## src/rtl/seq_pattern_tx_pkg.sv

```systemverilog
// ============================================================================
// Module : seq_pattern_tx_pkg
// Brief  : Shared state encodings and default widths for the serial pattern
//          transmitter and its sequence-detector partners.
// Rev    : 1.0  initial release
// ============================================================================
`default_nettype none

package seq_pattern_tx_pkg;

    localparam int DEF_PAT_W = 4;
    localparam int DEF_CNT_W = 4;
    localparam int DEF_GAP_W = 4;

    typedef enum logic [1:0] {
        S_IDLE  = 2'd0,
        S_SHIFT = 2'd1,
        S_GAP   = 2'd2,
        S_DONE  = 2'd3
    } state_t;

endpackage

`default_nettype wire

```

## src/rtl/seq_pattern_tx_piso_shift_reg.sv

```systemverilog
// ============================================================================
// Module : piso_shift_reg
// Brief  : Parallel-in serial-out shift register, shift-left with zero fill,
//          MSB presented as the serial output.
// Rev    : 1.0  initial release
// ============================================================================
`default_nettype none

module piso_shift_reg #(
    parameter int PAT_W = 4
) (
    input  logic             clk,
    input  logic             rst,
    input  logic             load,
    input  logic             shift,
    input  logic [PAT_W-1:0] din,
    output logic             sout
);

    logic [PAT_W-1:0] sr;

    // Load wins over shift so a frame reload on the last bit is never lost.
    always_ff @(posedge clk) begin
        if (rst) begin
            sr <= '0;
        end else if (load) begin
            sr <= din;
        end else if (shift) begin
            sr <= {sr[PAT_W-2:0], 1'b0};
        end
    end

    assign sout = sr[PAT_W-1];

endmodule

`default_nettype wire

```

## src/rtl/seq_pattern_tx.sv

```systemverilog
// ============================================================================
// Module : seq_pattern_tx
// Brief  : Serial pattern transmitter: sends a latched pattern MSB first,
//          repeat_n+1 times, with an optional idle gap between frames.
// Rev    : 1.0  initial release
// ============================================================================
`default_nettype none

module seq_pattern_tx
    import seq_pattern_tx_pkg::*;
#(
    parameter int PAT_W = DEF_PAT_W,
    parameter int CNT_W = DEF_CNT_W,
    parameter int GAP_W = DEF_GAP_W
) (
    input  logic             clk,
    input  logic             rst,
    input  logic             start,
    input  logic [PAT_W-1:0] pattern,
    input  logic [CNT_W-1:0] repeat_n,
    input  logic [GAP_W-1:0] gap,
    output logic             ready,
    output logic             dout,
    output logic             dout_valid,
    output logic             frame_end,
    output logic             done
);

    localparam int BIT_W = (PAT_W > 1) ? $clog2(PAT_W) : 1;
    localparam logic [BIT_W-1:0] LAST_BIT = BIT_W'(PAT_W - 1);
    localparam logic [BIT_W-1:0] PRE_LAST = BIT_W'(PAT_W - 2);

    state_t           state, state_n;
    logic [BIT_W-1:0] bit_cnt, bit_n;
    logic [CNT_W-1:0] frame_cnt, frame_n;
    logic [GAP_W-1:0] gap_cnt, gap_n;
    logic [PAT_W-1:0] pat_q;
    logic [GAP_W-1:0] gap_q;

    logic             accept;
    logic             ready_n, valid_n, fe_n, done_n;
    logic             sr_load, sr_shift;
    logic [PAT_W-1:0] sr_din;

    // The shift register is cleared whenever SHIFT is left, so its MSB is
    // already 0 on every non-valid cycle and can drive dout directly.
    piso_shift_reg #(
        .PAT_W (PAT_W)
    ) u_piso (
        .clk   (clk),
        .rst   (rst),
        .load  (sr_load),
        .shift (sr_shift),
        .din   (sr_din),
        .sout  (dout)
    );

    assign accept = start && ready && (state == S_IDLE);

    always_comb begin
        state_n  = state;
        bit_n    = bit_cnt;
        frame_n  = frame_cnt;
        gap_n    = gap_cnt;
        ready_n  = 1'b0;
        valid_n  = 1'b0;
        fe_n     = 1'b0;
        done_n   = 1'b0;
        sr_load  = 1'b0;
        sr_shift = 1'b0;
        sr_din   = '0;

        unique case (state)
            S_IDLE: begin
                ready_n = 1'b1;
                if (accept) begin
                    state_n = S_SHIFT;
                    bit_n   = '0;
                    frame_n = repeat_n;
                    gap_n   = '0;
                    sr_load = 1'b1;
                    sr_din  = pattern;
                    valid_n = 1'b1;
                    ready_n = 1'b0;
                end
            end
            S_SHIFT: begin
                if (bit_cnt == LAST_BIT) begin
                    sr_load = 1'b1;
                    if (frame_cnt == '0) begin
                        state_n = S_DONE;
                        done_n  = 1'b1;
                    end else begin
                        frame_n = frame_cnt - CNT_W'(1);
                        bit_n   = '0;
                        if (gap_q == '0) begin
                            sr_din  = pat_q;
                            valid_n = 1'b1;
                        end else begin
                            state_n = S_GAP;
                            gap_n   = gap_q;
                        end
                    end
                end else begin
                    sr_shift = 1'b1;
                    bit_n    = bit_cnt + BIT_W'(1);
                    valid_n  = 1'b1;
                    fe_n     = (bit_cnt == PRE_LAST);
                end
            end
            S_GAP: begin
                if (gap_cnt == GAP_W'(1)) begin
                    state_n = S_SHIFT;
                    gap_n   = '0;
                    sr_load = 1'b1;
                    sr_din  = pat_q;
                    valid_n = 1'b1;
                end else begin
                    gap_n = gap_cnt - GAP_W'(1);
                end
            end
            S_DONE: begin
                state_n = S_IDLE;
                ready_n = 1'b1;
            end
            default: begin
                state_n = S_IDLE;
                ready_n = 1'b1;
            end
        endcase
    end

    always_ff @(posedge clk) begin
        if (rst) begin
            state      <= S_IDLE;
            bit_cnt    <= '0;
            frame_cnt  <= '0;
            gap_cnt    <= '0;
            pat_q      <= '0;
            gap_q      <= '0;
            ready      <= 1'b1;
            dout_valid <= 1'b0;
            frame_end  <= 1'b0;
            done       <= 1'b0;
        end else begin
            state      <= state_n;
            bit_cnt    <= bit_n;
            frame_cnt  <= frame_n;
            gap_cnt    <= gap_n;
            ready      <= ready_n;
            dout_valid <= valid_n;
            frame_end  <= fe_n;
            done       <= done_n;
            if (accept) begin
                pat_q <= pattern;
                gap_q <= gap;
            end
        end
    end

endmodule

`default_nettype wire
```

## config.mk

```make
export PLATFORM = sky130hd
export DESIGN_NAME = seq_pattern_tx
export DESIGN_NICKNAME = d
export VERILOG_FILES = /design/src/rtl/seq_pattern_tx_pkg.sv /design/src/rtl/seq_pattern_tx_piso_shift_reg.sv /design/src/rtl/seq_pattern_tx.sv
export SDC_FILE = /design/constraint.sdc
export NUM_CORES = 1
export LEC_CHECK = 0
export CAP_MARGIN = 40
export CORE_AREA = 8 8 71 73
export DETAILED_ROUTE_END_ITERATION = 10
export DIE_AREA = 0 0 79 81
export SLEW_MARGIN = 25
export SYNTH_ARGS = -nofsm -noshare
export SYNTH_HDL_FRONTEND = slang
export SYNTH_SLANG_ARGS = --single-unit
```

## constraint.sdc

```tcl
create_clock -name clk -period 2.79 [get_ports clk]
set_input_delay 0.4185 -clock clk [delete_from_list [all_inputs] [get_ports clk]]
set_output_delay 0.4185 -clock clk [all_outputs]
set_load 0.005 [all_outputs]
```

# Yosys cells after proc, flatten, opt, wreduce, memory -nomap -nowiden
# Index checks and enable logic that the tools add are counted.
[word_totals]
ff_bits = 28
inputBits = 15
elab_cells = 84
[op_classes]
n_addsub = 3
n_eq_ne = 13
n_mux = 41
bitwise = 2
reduce_logical = 14
[op_table]
columns = ["cell", "count"]
rows = [
  ["$mux 4", 15],
  ["$pmux 4 s3", 2],
  ["$mux 2", 8],
  ["$mux 1", 10],
  ["$ne 2x2->1 const B", 5],
  ["$eq 2x2->1 const B", 4],
  ["$logic_not 4->1", 2],
  ["$pmux 2 s4", 1],
  ["$pmux 4 s2", 1],
  ["$reduce_and 4->1", 2],
  ["$sub 4x1->4 const B", 2],
  ["$ne 3x3->1 const B", 2],
  ["$pmux 1 s3", 2],
  ["$reduce_or 3->1", 2],
  ["$reduce_and 5->1", 1],
  ["$eq 4x1->1 const B", 1],
  ["$pmux 2 s2", 1],
  ["$reduce_bool 2->1", 2],
  ["$reduce_and 3->1", 1],
  ["$reduce_bool 3->1", 1],
  ["$add 2x1->2 const B", 1],
  ["$eq 2x1->1 const B", 1],
  ["$logic_and 1x1->1", 2],
  ["$logic_not 2->1", 1],
  ["2 further kinds", 3],
]

# Longest topological paths before layout
[logic_depth]
ltp_word = 6
mapped_depth = 8

# Cells and area by module
# Synthesis repeated with hierarchy kept, for this count alone.
[unflattened]
hier_cells = 184
hier_area_um2 = 1574.0
[by_module_without_submodules]
columns = ["module", "n_inst", "cells_per_inst", "area_each_um2", "seq_area_each_um2"]
rows = [
  ["seq_pattern_tx", 1, 167, 1401.3, 480.5],
  ["piso_shift_reg", 1, 17, 172.7, 80.1],
]

# Worst setup path after synthesis
# OpenSTA, ideal clock, no wires.
[synth_path]
path_kind = "flip-flop to flip-flop"
startpoint = "register state[1]"
endpoint = "register gap_cnt[2]"
arrival_time_ps = 1675
t_required_ps = 2665
slack_ps = 990
stages_incl_launch_ff = 9
path_cell_list = "dfxtp_1 > inv_1 > ha_1 > clkbuf_8 > nor2b_1 > clkbuf_1 > or3_1 > o211ai_1 > o31ai_1"
[synth_via]
elab_chain_len = 4
[synth_rtl]
columns = ["element", "line_no", "text"]
rows = [
  ["start, declared", "seq_pattern_tx.sv:33", "state_t state, state_n;"],
  ["start signal, assigned", "seq_pattern_tx.sv:146", "state <= state_n;"],
  ["$logic_not 2->1", "seq_pattern_tx.sv:58, seq_pattern_tx.sv:73", ""],
  ["$logic_and 1x1->1", "seq_pattern_tx.sv:58", "assign accept = start && ready && (state == S_IDLE);"],
  ["$ne 2x2->1 (no source line)", "--", ""],
  ["$reduce_and 5->1 (no source line)", "--", ""],
  ["end signal, assigned", "seq_pattern_tx.sv:149", "gap_cnt <= gap_n;"],
  ["end, declared", "seq_pattern_tx.sv:36", "logic [GAP_W-1:0] gap_cnt, gap_n;"],
]
# Several ways; a longest one is shown, not always the timed one.
# A chain may end at the register's enable or synchronous reset.

# Worst setup path in the final report
[layout_path]
startpoint = "register state[0]"
endpoint = "register u_piso.sr[3]"
[layout_via]
elab_chain_len = 5
[layout_rtl]
columns = ["element", "line_no", "text"]
rows = [
  ["$logic_not 2->1", "seq_pattern_tx.sv:58, seq_pattern_tx.sv:73", ""],
  ["$logic_and 1x1->1", "seq_pattern_tx.sv:58", ""],
  ["$mux 4 / $mux 1 (equally long branches)", "seq_pattern_tx.sv:76", "if (accept) begin"],
  ["$pmux 4 s3 / $pmux 1 s3 (equally long branches)", "seq_pattern_tx.sv:73", "unique case (state)"],
  ["$mux 4 / $reduce_bool 2->1 (equally long branches)", "--", ""],
  ["end signal, assigned", "seq_pattern_tx_piso_shift_reg.sv:27", "sr <= din;"],
  ["end signal, assigned", "seq_pattern_tx_piso_shift_reg.sv:29", "sr <= {sr[PAT_W-2:0], 1'b0};"],
  ["end, declared", "seq_pattern_tx_piso_shift_reg.sv:20", "logic [PAT_W-1:0] sr;"],
]
# Several ways; a longest one is shown, not always the timed one.

==> results.py <==
metrics = {
    "sta": {
        "min_period_over_period_pct": 75.53,
        "grt_setup_unrepaired": "no",
        "fmax_ghz": 0.4746,
        "setup-tns-final_ns": 0,
        "finalSetupViolations": 0,
        "worst_slew_pin_slew_ns": 0.6460,
        "hold_viol_final": 0,
        "period_needed_ns": 2.107,
        "fin_ws_ns": 0.6828,
        "drv_slew": 0,
        "clock_skew_ns": 0.001960,
        "maxSlewHeadroom_pct": 56.74,
    },
    "routing": {
        "drt_wl_total_um": 3698,
        "wl_per_cell_um": 14.56,
        "drc_errors": 0,
        "drt-initial-drc-count": 73,
        "drt-pass1-iter-count": 4,
        "vias_per_cell": 5.508,
        "final_antenna_net_count": 0,
        "num_vias": 1399,
    },
    "clock_tree": {
        "cts-root-buf": "clkbuf_8",
        "clkTransAtPathRegs_ns": 0.09,
        "clock_latency_ns": 0.27,
        "post_cts_buffers": 0,
        "cts_tree": "built",
        "ctsResizeCount": 0,
        "cts_htree_levels": 1,
        "cts_hold_buffers": 0,
        "cts.sinks": 28,
        "cts_max_path_buffers": 2,
        "cts_buffers": 3,
    },
    "run_status": {
        "status": "finished clean",
    },
    "yosys": {
        "synth_flop_cell": "dfxtp_1",
        "yosysWarnings": 0,
        "syn-num-nets": 207,
        "avgSynthCellArea_um2": 8.341,
        "synth_cell_type_count": 42,
        "synthArstFlopShare_pct": 0,
        "synth_seq_cells": 28,
        "syn_area_um2": 1526,
        "synthCells": 183,
        "ys_seq_area_share_pct": 36.72,
        "synth_edf_count": 0,
    },
    "critical_path": {
        "r2r-start": "state[0]",
        "cp_slowest_cell": "a31oi_1",
        "r2r_slack_ns": 0.68,
        "timing.rr.end": "u_piso.sr[3]",
        "rr_worst_depth": 6,
        "cp_max_fo": 8,
        "worstPathCellList": "inv_1, ha_1, nand4bb_1, a31oi_1, a211oi_1, a311oi_1",
        "arrival_ns": 2.30,
        "path_class": "reg2reg",
        "slowest_delay_ns": 0.63,
        "cp-start-kind": "flop",
        "endpoint_kind": "flop",
        "crit_required_ns": 2.98,
    },
    "placement": {
        "dp_hpwl_um": 2828,
        "io_buffer_count": 19,
        "dp_slack_ns": 0.6316,
        "place_congestion": 0.8995,
        "placed_cells": 250,
    },
    "floorplan": {
        "die_area_um2": 6399,
        "core_area_um2": 3914,
        "fp-row-count": 23,
        "start_util_pct": 39.00,
        "die_x_um": 79,
        "pin_count": 20,
        "fp.dieH_um": 81,
    },
    "finish": {
        "antenna_cells": 0,
        "syn_to_final_growth_pct": 20.25,
        "seq_area_um2": 560.5,
        "multi_input_area_um2": 888.4,
        "final_nets": 229,
        "layout-drive-gt1-share_pct": 7.843,
        "final_cells": 254,
        "final_util_pct": 46.90,
        "fillerInstances": 417,
    },
    "power_and_ir_drop": {
        "clkPwrFrac_pct": 15.7,
        "pwr_density_cell_nw_per_um2": 879.5,
        "power_frac_seq_pct": 35.7,
        "power.leakage_uw": 0.0006763,
        "ir_drop_mv": 0.3155,
        "p_total_uw": 1614,
        "switchingPower_uw": 656.7,
        "switching_share_pct": 40.68,
        "combPwrFrac_pct": 48.6,
        "p_int_uw": 957.7,
    },
    "global_routing": {
        "antenna_found_initial": 0,
        "grt_pass1_vias": 1438,
        "grt_max_degree": 25,
        "grt_overflow": 0,
        "grt_pass1_wl_um": 6555,
        "track_usage_pct": 12.43,
    },
    "min_path": {
        "min_path_cells": 2,
        "hold_start": "pat_q[1]",
        "hp-class": "reg2reg",
        "holdPathEnd": "pat_q[1]",
    },
    "job": {
        "drv_cap": 0,
    },
}
## placed cells by master, fill, tap and decap left out, types with 2 or more instances in the layout
| master | netlist | layout |
|---|---|---|
| clkdlybuf4s50_1 | 0 | 19 |
| a21oi_1 | 17 | 17 |
| inv_1 | 10 | 10 |
| nor2b_1 | 3 | 3 |
| ha_1 | 9 | 9 |
| a311oi_1 | 5 | 5 |
| a211oi_2 | 2 | 2 |
| o21ai_0 | 13 | 13 |
| buf_4 | 0 | 5 |
| nor3_1 | 6 | 6 |
| a21o_1 | 2 | 2 |
| or3_1 | 3 | 3 |
| and2_1 | 3 | 3 |
| a221oi_1 | 2 | 2 |
| a211oi_1 | 4 | 4 |
| mux2i_1 | 3 | 3 |
| nor2_1 | 8 | 8 |
| a32o_1 | 2 | 2 |
| nand2b_1 | 4 | 4 |
| nand2_1 | 27 | 27 |
| clkbuf_8 | 1 | 4 |
| and3_1 | 3 | 3 |
| nand4_1 | 3 | 3 |
| dfxtp_1 | 28 | 28 |
## per-layer routing
metal	global-route usage (%)	vias to the layer above	share of wire [%]
met5	0	-	0
met3	2.539	4	4.3
met1	15.55	668	48
li1	-	701	-
met4	4.815	0	0.84
met2	20.54	26	47
## worst max-delay path, delay by kind of cell, from the launching register on
family          cells  cell delay (ns)
compound gates      3             1.00
flops               1             0.34
fa+ha+maj           1             0.30
simple gates        1             0.28
buf+inv             1             0.10
## worst max-delay path by stage
stage | slack [ns] | endpoint | cells after the start | start
global route | 0.54 | u_piso.sr[3] | 6 | state[0]
global placement | 0.75 | u_piso.sr[2] | 5 | start
floorplan | 0.99 | gap_cnt[2] | 8 | state[1]
detailed placement | 0.63 | u_piso.sr[3] | 5 | start
finish | 0.68 | u_piso.sr[3] | 6 | state[0]
CTS | 0.70 | u_piso.sr[3] | 6 | state[0]
## synthesized netlist by cell type, drive strengths merged (3+ instances only)
| library cell | instances | area share, % |
|---|---|---|
| a211oi | 6 | 3.6 |
| a21oi | 18 | 6.1 |
| a311oi | 5 | 2.9 |
| and2 | 3 | 1.2 |
| and3 | 3 | 1.2 |
| clkbuf | 7 | 2.4 |
| dfxtp | 28 | 37 |
| ha | 9 | 7.4 |
| inv | 10 | 2.5 |
| mux2i | 3 | 2.0 |
| nand2 | 27 | 6.6 |
| nand2b | 4 | 1.6 |
| nand4 | 3 | 1.2 |
| nor2 | 8 | 2.0 |
| nor2b | 3 | 1.2 |
| nor3 | 6 | 2.0 |
| o21ai | 13 | 4.3 |
| or3 | 3 | 1.2 |
## layout make-up
type | count | share of cell area (%)
inverters | 11 | 2.249
repair buffers | 24 | 12.41
multi-input cells | 137 | 48.40
flip-flops and latches | 28 | 30.54
well taps | 50 | 3.408
clock buffers | 4 | 2.999
## power by group through the flow
stage	Clock [uW]	Combinational [uW]	Sequential [uW]
finish	254	785	576
floorplan	0	570	565
CTS	259	786	574
detailed placement	0	779	581
global route	277	882	592
global placement	0	763	579
## registers in the layout, indices dropped and copies added (netlist names)
signal and cells:
gap_cnt 4, done 1, ready 1, state 2
u_piso.sr 4, pat_q 4, bit_cnt 2, dout_valid 1
frame_cnt 4, frame_end 1, gap_q 4
## metrics by stage
step,hold slack (ns),cell area (um^2)
after floorplan,0.4366,1526
after global placement,0.4465,1780
after detailed placement,0.4482,1780
after CTS,0.4628,1836
after global routing,0.4893,1836
final,0.4631,1836
## logic make-up after synthesis
group	count (synthesis)	synth area share, %
flops	28	36.72
buf+inv	18	5.082
compound gates	57	25.90
fa+ha+maj	9	7.377
simple gates	68	22.95
mux	3	1.967
Note: power is estimated with default switching activity, not from simulation.
